### config.mk
export PLATFORM = sky130hd
export DESIGN_NAME = pipe_hazard_ctrl
export DESIGN_NICKNAME = d
export VERILOG_FILES = /design/src/rtl/pipe_hazard_ctrl.sv
export SDC_FILE = /design/constraint.sdc
export NUM_CORES = 1
export LEC_CHECK = 0
export CAP_MARGIN = 20
export CORE_MARGIN = 1.5
export CORE_UTILIZATION = 35
export CTS_BUF_LIST = sky130_fd_sc_hd__clkbuf_2
export CTS_CLUSTER_DIAMETER = 80
export CTS_CLUSTER_SIZE = 30
export DETAILED_ROUTE_END_ITERATION = 10
export HOLD_SLACK_MARGIN = 0.08
export MAX_ROUTING_LAYER = met4
export PLACE_DENSITY = 0.8
export SLEW_MARGIN = 20
export SYNTH_ARGS = -nofsm -noshare
export SYNTH_HDL_FRONTEND = slang
export SYNTH_SLANG_ARGS = --single-unit
### constraint.sdc
create_clock -name clk -period 2.9 [get_ports clk]
set_clock_uncertainty 0.15 [all_clocks]
set_input_delay 0.58 -clock clk [delete_from_list [all_inputs] [get_ports clk]]
set_output_delay 0.58 -clock clk [all_outputs]
set_load 0.02 [all_outputs]
### src/rtl/pipe_hazard_ctrl.sv
// Pipeline stall/flush sequencer: load-use and mispredict hazards, plus the
// data-memory request/ready handshake with wait-state freeze and timeout trap.
//
// state    | meaning
// ---------+--------------------------------------------------------------
// RUN      | normal issue; hazards evaluated, zero-wait accesses pass
// MEM_WAIT | data access outstanding; whole pipeline frozen
// ERR      | memory timed out; frozen until reset, mem_err set
module pipe_hazard_ctrl #(
  parameter int MEM_TIMEOUT = 16,
  parameter int CNT_W       = 32
) (
  input  logic             clk,
  input  logic             rst,
  input  logic [4:0]       rs1_ID,
  input  logic [4:0]       rs2_ID,
  input  logic             use_rs1_ID,
  input  logic             use_rs2_ID,
  input  logic [4:0]       rd_EX,
  input  logic             memread_EX,
  input  logic             branch_MEM,
  input  logic             taken_MEM,
  input  logic             branch_taken_MEM,
  input  logic [31:0]      pc_branch_MEM,
  input  logic [31:0]      pc_seq_MEM,
  input  logic             memread_MEM,
  input  logic             memwrite_MEM,
  input  logic             dmem_ready,
  output logic             dmem_req,
  output logic             stall_pc,
  output logic             stall_ifid,
  output logic             bubble_idex,
  output logic             flush_ifid,
  output logic             flush_exmem,
  output logic             freeze,
  output logic             redirect_valid,
  output logic [31:0]      redirect_pc,
  output logic             mem_err,
  output logic [CNT_W-1:0] stall_cnt,
  output logic [CNT_W-1:0] flush_cnt
);

  typedef enum logic [1:0] {RUN, MEM_WAIT, ERR} state_t;

  // Wait timer counts down the remaining MEM_WAIT cycles; loaded so that
  // exactly MEM_TIMEOUT wait-state cycles elapse before the trap.
  localparam int WC_W = $clog2(MEM_TIMEOUT + 1);
  localparam logic [WC_W-1:0] WAIT_LOAD = WC_W'(MEM_TIMEOUT - 1);

  state_t          state, state_nxt;
  logic [WC_W-1:0] wait_cnt, wait_cnt_nxt;
  logic            mem_err_q;
  logic            mem_acc, mispredict, load_use;

  assign mem_acc    = memread_MEM | memwrite_MEM;
  assign mispredict = branch_MEM & (taken_MEM != branch_taken_MEM);
  assign load_use   = memread_EX & (rd_EX != 5'd0) &
                      ((use_rs1_ID & (rs1_ID == rd_EX)) |
                       (use_rs2_ID & (rs2_ID == rd_EX)));

  assign mem_err = mem_err_q & ~rst;

  // Next state and all pipeline controls; every control is forced low in reset.
  always_comb begin
    state_nxt      = state;
    wait_cnt_nxt   = wait_cnt;
    dmem_req       = 1'b0;
    stall_pc       = 1'b0;
    stall_ifid     = 1'b0;
    bubble_idex    = 1'b0;
    flush_ifid     = 1'b0;
    flush_exmem    = 1'b0;
    freeze         = 1'b0;
    redirect_valid = 1'b0;
    redirect_pc    = 32'd0;
    if (rst) begin
      state_nxt    = RUN;
      wait_cnt_nxt = '0;
    end else begin
      case (state)
        RUN: begin
          dmem_req = mem_acc;
          if (mem_acc && !dmem_ready) begin
            freeze       = 1'b1;
            state_nxt    = MEM_WAIT;
            wait_cnt_nxt = WAIT_LOAD;
          end else if (mispredict) begin
            flush_ifid     = 1'b1;
            bubble_idex    = 1'b1;
            flush_exmem    = 1'b1;
            redirect_valid = 1'b1;
            redirect_pc    = branch_taken_MEM ? pc_branch_MEM : pc_seq_MEM;
          end else if (load_use) begin
            stall_pc    = 1'b1;
            stall_ifid  = 1'b1;
            bubble_idex = 1'b1;
          end
        end
        MEM_WAIT: begin
          dmem_req = 1'b1;
          if (dmem_ready) begin
            // Completing cycle: pipeline advances, hazards re-evaluated next cycle.
            state_nxt = RUN;
          end else begin
            freeze = 1'b1;
            if (wait_cnt == '0) state_nxt = ERR;
            else wait_cnt_nxt = wait_cnt - WC_W'(1);
          end
        end
        ERR: begin
          freeze = 1'b1;
        end
        default: state_nxt = RUN;
      endcase
    end
  end

  // State, wait timer, sticky error and saturating performance counters.
  always_ff @(posedge clk) begin
    if (rst) begin
      state     <= RUN;
      wait_cnt  <= '0;
      mem_err_q <= 1'b0;
      stall_cnt <= '0;
      flush_cnt <= '0;
    end else begin
      state    <= state_nxt;
      wait_cnt <= wait_cnt_nxt;
      if (state_nxt == ERR) mem_err_q <= 1'b1;
      if ((stall_pc | freeze) && (stall_cnt != '1)) stall_cnt <= stall_cnt + CNT_W'(1);
      if (redirect_valid && (flush_cnt != '1)) flush_cnt <= flush_cnt + CNT_W'(1);
    end
  end

endmodule

==> results of run 1 <==
metrics by stage:
step / total power, mW / hold slack [ps] / setup TNS [ps] / worst slack, ps / area, sq um
CTS: 1.96 / 290 / 0 / 0.221 / 6500
detailed placement: 1.42 / 347 / -26170 / -544 / 6370
floorplan: 1.20 / 318 / 0 / 270 / 4150
global placement: 1.41 / 325 / -20540 / -433 / 6370
global route: 2.03 / 286 / -93.5 / -93.5 / 6370
finish: 1.94 / 336 / -3.11 / -3.11 / 6370
final timing paths:
path,from,to,slack [ps],cells past startpoint
setup / recovery,rs1_ID[1],bubble_idex,-3,7
hold / removal,rst,state[0],340,4
setup reg to reg,state[1],stall_cnt[19],300,9
hold reg to reg,stall_cnt[26],stall_cnt[26],370,2
registers in the layout, summed over array words and instances, names as in the netlist:
| register | flops |
|---|---|
| wait_cnt | 5 |
| mem_err_q | 1 |
| state | 2 |
| flush_cnt | 32 |
| stall_cnt | 32 |
timing repair:
| item | CTS | global route |
|---|---|---|
| gates resized for setup | 104 | 45 |
| setup endpoints to repair | 38 | 40 |
| pin swaps | 1 | 5 |
| setup buffers | 1 | 2 |
cell usage in the layout (no fill, tap or decap), types with 22 or more instances in the layout:
| cell | count |
|---|---|
| dfxtp_1 | 71 |
| nand2_1 | 33 |
| nor2_1 | 81 |
| xor2_1 | 27 |
| a21oi_1 | 27 |
| nand3_1 | 24 |
| mux2i_1 | 35 |
| xnor2_1 | 22 |
| buf_4 | 32 |
| clkdlybuf4s50_1 | 145 |
| nand4_1 | 23 |
| clkbuf_2 | 28 |
layer usage:
| layer | GRT usage | vias up | part of all wire |
|---|---|---|---|
| met3 | 0.0479 | 24 | 0.058 |
| met2 | 0.363 | 171 | 0.50 |
| met1 | 0.239 | 2094 | 0.42 |
| met4 | 0.0565 | 0 | 0.021 |
| met5 | - | - | 0 |
| li1 | - | 2234 | - |
cell type report:
cell class | instances | area, sq um | share of cell area
clock inverter | 5 | 47.5 | 0.00747
multi-input combinational | 404 | 2570 | 0.404
tap | 143 | 179 | 0.0281
sequential | 72 | 1440 | 0.227
timing repair buffer | 228 | 2040 | 0.320
inverter | 9 | 33.8 | 0.00530
clock buffer | 11 | 55.1 | 0.00864
logic make-up after synthesis:
logic type	synth area share
muxes	0.0871
buffers and inverters	0.0428
and+or+nand+nor	0.311
adders and majority gates	0.0121
xor gates and xnor gates	0.109
AOI/OAI and AO/OA	0.0907
DFF	0.347
worst max-delay path, delay by kind of cell:
family          cells  cell delay [ps]
buf+inv             2              640
simple gates        3              550
xor+xnor            1              160
compound gates      1              250
power by group through the flow:
stage	Sequential (mW)	Combinational, mW	Clock [mW]
floorplan	1.03	0.171	0
global placement	1.04	0.377	0
detailed placement	1.04	0.386	0
CTS	1.02	0.383	0.563
global route	1.02	0.411	0.601
finish	1.02	0.381	0.542
==> reports/qor_table.md, run 1 <==
| Result | This run |
|:---|:---|
| Run status | finished, violations left |
| Violations in the final reports | negative setup slack |
| Cell total after placement | 853 |
| Largest driver fanout on the critical path | 2 |
| Ys Warns | 0 |
| Count of hold buffers inserted by post-cts repair | 0 |
| Cell area after technology mapping | 4150 sq um |
| Most common library cells after synthesis | 82 x nor2_1, 72 x dfxtp_1, 35 x mux2i_1 |
| Startpoint class of the critical path | input pin |
| Final Hold Violating Endpoints | 0 |
| Antenna Diode Count | 0 |
| Cell accounting for the most synthesized area | dfxtp_1 |
| Core area | 11500 sq um |
| Final cycle utilization of the critical path | 1.00 |
| GRT Util Overall | 0.208 |
| Layout fillers | 1020 |
| Worst vdd ir | 0.000202 V |
| Die height | 112 um |
| Via count of the first global-routing pass | 4472 |
| Endpoints failing setup | 1 |
| Floorplan row count | 39 |
| Root Driver | clkbuf_2 |
| Non-filler cells, final | 872 |
| I/O pin count | 195 |
| Sequential Power Share | 0.525 |
| Later-pin clock latency in the skew report | 510 ps |
| Number of synthesized register bits | 72 |
| Power Internal | 1.41 mW |
| Leftover overflow at the end of global routing | 0 |
| Count of routing violations after the opening detailed-route iteration | 319 |
| Req. time, crit path | 2170 ps |
| Total nets after synthesis | 608 |
| Proportion of power drawn by the clock network | 0.279 |
| Tmin final | 2900 ps |
| Clock slew at reported path FFs | 170 ps |
| Vias | 4523 |
| Sum of routed wire length over all layers | 12800 um |
| Worst path cell trace | clkdlybuf4s50_1 -> xor2_1 -> nor4_1 -> and3_1 -> nor2_1 -> o31ai_1 -> buf_2 |
| Pin count of the biggest net entering global routing | 71 |
| Bufs on Longest Clock Path | 2 |
| Nets@finish | 818 |
| Count of different cell masters after synthesis | 45 |
| Final Core Density | 0.555 |
| Total power divided by cell area | 305 nW/um^2 |
| MaxCap Viol Count | 0 |
| Die Footprint | 12500 sq um |
| Share of the synthesized area in the top cell type | 0.347 |
| Drt wl/cell | 14.7 um |
| Share of synthesized area occupied by flip-flops and latches | 0.347 |
| PnR worst setup slack | -3.11 ps |
| Number of remaining DRC errors | 0 |
| Post-synth ARST share | 0 |
| Mapped Avg Cell Area | 8.07 sq um |
| Leak | 2.46 nW |
| Share of cells above drive strength 1 | 0.145 |
| DIE WIDTH | 112 um |
| Post-synth EDFFs | 0 |
| Final-report max-slew violation count | 0 |
| Class of the tightest hold or removal check | input pin to flip-flop |
| Endpoint kind of the worst setup timing path | output port |
| Flip-flop cell with the highest count after synthesis | dfxtp_1 |
| Initial core utilization | 0.362 |
| Biggest area contributors in the synthesized netlist | dfxtp_1 35%, mux2i_1 8.4%, nor2_1 7.4% |
| Worst Tran Pin Value | 726 ps |
| Logic pwr share | 0.196 |
| Final weighted congestion of routability-driven global placement | 0.931 |
| Fraction of power spent switching nets | 0.272 |
| Post-detailed-route via-to-cell ratio | 5.19 |
| CTS H-tree depth | 3 |
| Max Clk Rate | 344 MHz |
| Library cell with the highest instance count after synthesis | nor2_1 |
| TritonCTS clock tree | built |
| Arrival time worst endpoint | 2170 ps |
| Number of antenna violations at the first check in global routing | 0 |
| Count of TritonRoute iterations in the first routing pass | 4 |
| Count of buffers from port buffering | 194 |
| Cells after synthesis | 514 |
| Max stage delay cell, worst path | clkdlybuf4s50_1 |
| Estimated wirelength of the detail-placed design | 9770 um |
| Wire length of the first global-routing pass | 21000 um |
| RSZ-0062 raised after global routing | yes |
| Critical path class | input pin to output port |
| Net switching power | 0.528 mW |
| Number of routed nets with antenna violations | 0 |
| Worst relative slew slack | 0.516 |
| Clock buffers created by TritonCTS | 9 |
| Sinks on Clock Net | 72 |
| Synth-to-layout area growth | 53.5% |
| Largest stage delay on the critical path | 430 ps |
No activity file was read; power rests on OpenSTA's default activity.
==> inputs of run 2 (changes only) <==
CORE_ASPECT_RATIO = 0.75   (was unset)
==> run 2 against run 1 <==
Net effect:
- the flow still finishes with violations (negative setup slack)
- die area is essentially flat
- first-iteration DRC count shrank 4.7%
- setup slack lost 0.80 ps
- worst hold slack lost 57 ps
- non-clock buffer count grew 1
- global-route usage grew 0.79 points
==> reports/qor_table.md, run 2 (synthesized netlist as in run 1, its figures left out) <==
| Result | This run | Change |
|:---|:---|:---|
| Count of hold buffers inserted by post-cts repair | 0 | unchanged |
| Count of routing violations after the opening detailed-route iteration | 304 | -4.7% |
| Startpoint class of the critical path | input pin |  |
| PnR worst setup slack | -3.91 ps | -0.799 ps |
| Synth-to-layout area growth | 54.4% |  |
| Pin count of the biggest net entering global routing | 41 | -42% |
| Violations in the final reports | negative setup slack |  |
| Largest regs | flush_cnt: 32 flops, stall_cnt: 32 flops, wait_cnt: 5 flops |  |
| Endpoints failing setup | 1 | unchanged |
| Floorplan row count | 34 | -13% |
| Endpoint kind of the worst setup timing path | output port |  |
| Run status | finished, violations left |  |
| Cell total after placement | 875 | +2.6% |
| I/O pin count | 195 | unchanged |
| Share of cells above drive strength 1 | 0.149 | +0.00391 |
| Clock buffers created by TritonCTS | 9 | unchanged |
| Worst Tran Pin Value | 681 ps | -44.9 ps |
| CTS H-tree depth | 3 | unchanged |
| Worst vdd ir | 0.000170 V | -16% |
| Final-report max-slew violation count | 0 | unchanged |
| Clock slew at reported path FFs | 240 ps | +70 ps |
| Critical path class | input pin to output port |  |
| Class of the tightest hold or removal check | input pin to flip-flop |  |
| Sum Neg Setup Slack | -3.91 ps | -0.799 ps |
| Startpoint of the worst setup timing path | rs2_ID[2] |  |
| Die height | 97.3 um | -13% |
| Bufs on Longest Clock Path | 2 | unchanged |
| Core area | 11600 sq um | +0.91% |
| Leftover overflow at the end of global routing | 0 | unchanged |
| Most common cell after layout, fill and taps aside | clkdlybuf4s50_1 |  |
| MaxCap Viol Count | 0 | unchanged |
| TritonCTS clock tree | built |  |
| PnR Total Power | 2.04 mW | +5.3% |
| Post-detailed-route via-to-cell ratio | 5.06 | -2.4% |
| GRT Util Overall | 0.216 | +0.00794 |
| Tmin final | 2900 ps | +0.799 ps |
| Total power divided by cell area | 319 nW/um^2 | +4.7% |
| Worst r2r src | stall_cnt[4] |  |
| Top library cells by usage in the layout, fill and taps aside | 149 x clkdlybuf4s50_1, 80 x nor2_1, 71 x dfxtp_1 |  |
| Number of remaining DRC errors | 0 | unchanged |
| Hold slack final | 279 ps | -57.5 ps |
| Drt wl/cell | 14.9 um | +0.92% |
| DIE WIDTH | 129 um | +15% |
| Instance area after placement | 6420 sq um | +0.69% |
| Largest driver fanout on the critical path | 2 | unchanged |
| Sinks on Clock Net | 72 | unchanged |
| Req. time, crit path | 2170 ps | about the same |
| Hold Crit Start | rst |  |
| Area of all placed cells without fillers | 6410 sq um | +0.63% |
| Final weighted congestion of routability-driven global placement | 0.864 | -7.2% |
| Arrival time worst endpoint | 2170 ps | about the same |
| Area taken by multi-input logic gates | 2560 sq um | -0.54% |
| Count of TritonRoute iterations in the first routing pass | 5 | +1 |
| Count of buffers from port buffering | 194 | unchanged |
| Nets@finish | 819 | +0.12% |
| Final Hold Violating Endpoints | 0 | unchanged |
| Post-place setup slack | -611 ps | -67.1 ps |
| Wire length of the first global-routing pass | 21300 um | +1.6% |
| Antenna Diode Count | 0 | unchanged |
| Estimated wirelength of the detail-placed design | 10300 um | +5.3% |
| Die Footprint | 12500 sq um | about the same |
| Root Driver | clkbuf_2 |  |
| Layout fillers | 1074 | +5.3% |
| Max Clk Rate | 344 MHz | about the same |
| Non-filler cells, final | 892 | +2.3% |
| RSZ-0062 raised after global routing | yes |  |
| Final Core Density | 0.554 | -0.00152 |
| Sum of routed wire length over all layers | 13200 um | +3.2% |
| Sequential cell area | 1440 sq um | unchanged |
| Leak | 2.42 nW | -1.7% |
| Via count of the first global-routing pass | 4363 | -2.4% |
| Number of antenna violations at the first check in global routing | 0 | unchanged |
| Initial core utilization | 0.359 | -0.00325 |
| Worst relative slew slack | 0.542 | +0.0257 |
| Number of routed nets with antenna violations | 0 | unchanged |
| Later-pin clock latency in the skew report | 530 ps | +20 ps |
| Vias | 4514 | -0.20% |
| Final cycle utilization of the critical path | 1.00 | about the same |
==> run 2: changes by cell type in the layout (fill, tap and decap cells not counted), sizes merged <==
cell,change
dlymetal6s2s,-5
inv,+4
buf,+6
clkbuf,-6
clkinvlp,+2
clkdlybuf4s50,+4
clkdlybuf4s15,+1
clkinv,-4
dlygate4sd2,-1
==> run 2: cell type report <==
type                    instances  area share
clock inverters                 7      0.0137
multi-input cells             404       0.399
clock buffers                   9     0.00703
well taps                     162      0.0316
flip-flops and latches         72       0.225
repair buffers                229       0.318
inverters                       9     0.00527
==> run 2: worst paths after layout <==
check / endpoint / slack, ps / depth (start not counted)
min: state[0] / 280 / 4
min reg2reg: stall_cnt[26] / 360 / 2
max: bubble_idex / -4 / 7
max reg2reg: stall_cnt[19] / 260 / 8
==> run 2: layer usage <==
metal  GRT usage  share of wire  up-vias
met5           -              0        -
met2       0.363           0.48      181
li1            -              -     2246
met1       0.266           0.45     2070
met3      0.0380          0.060       17
met4      0.0579          0.011        0
==> run 2: power by group <==
part / internal, mW / switching, mW / total [mW]
logic: 0.212 / 0.172 / 0.384
clock network: 0.220 / 0.422 / 0.641
registers: 1.00 / 0.0136 / 1.02
==> run 2: worst max-delay path, cell delays in order <==
cell	delay, ps
clkdlybuf4s50_1	420
xor2_1	140
nor4_1	270
and3_1	230
nor2_2	60
o31ai_2	260
buf_4	200
==> run 2: what timing repair did <==
item / CTS / global route
pin swaps: 2 / 6
endpoints found under the setup margin: 38 / 39
resized for setup: 112 / 38
setup buffers: 1 / 0
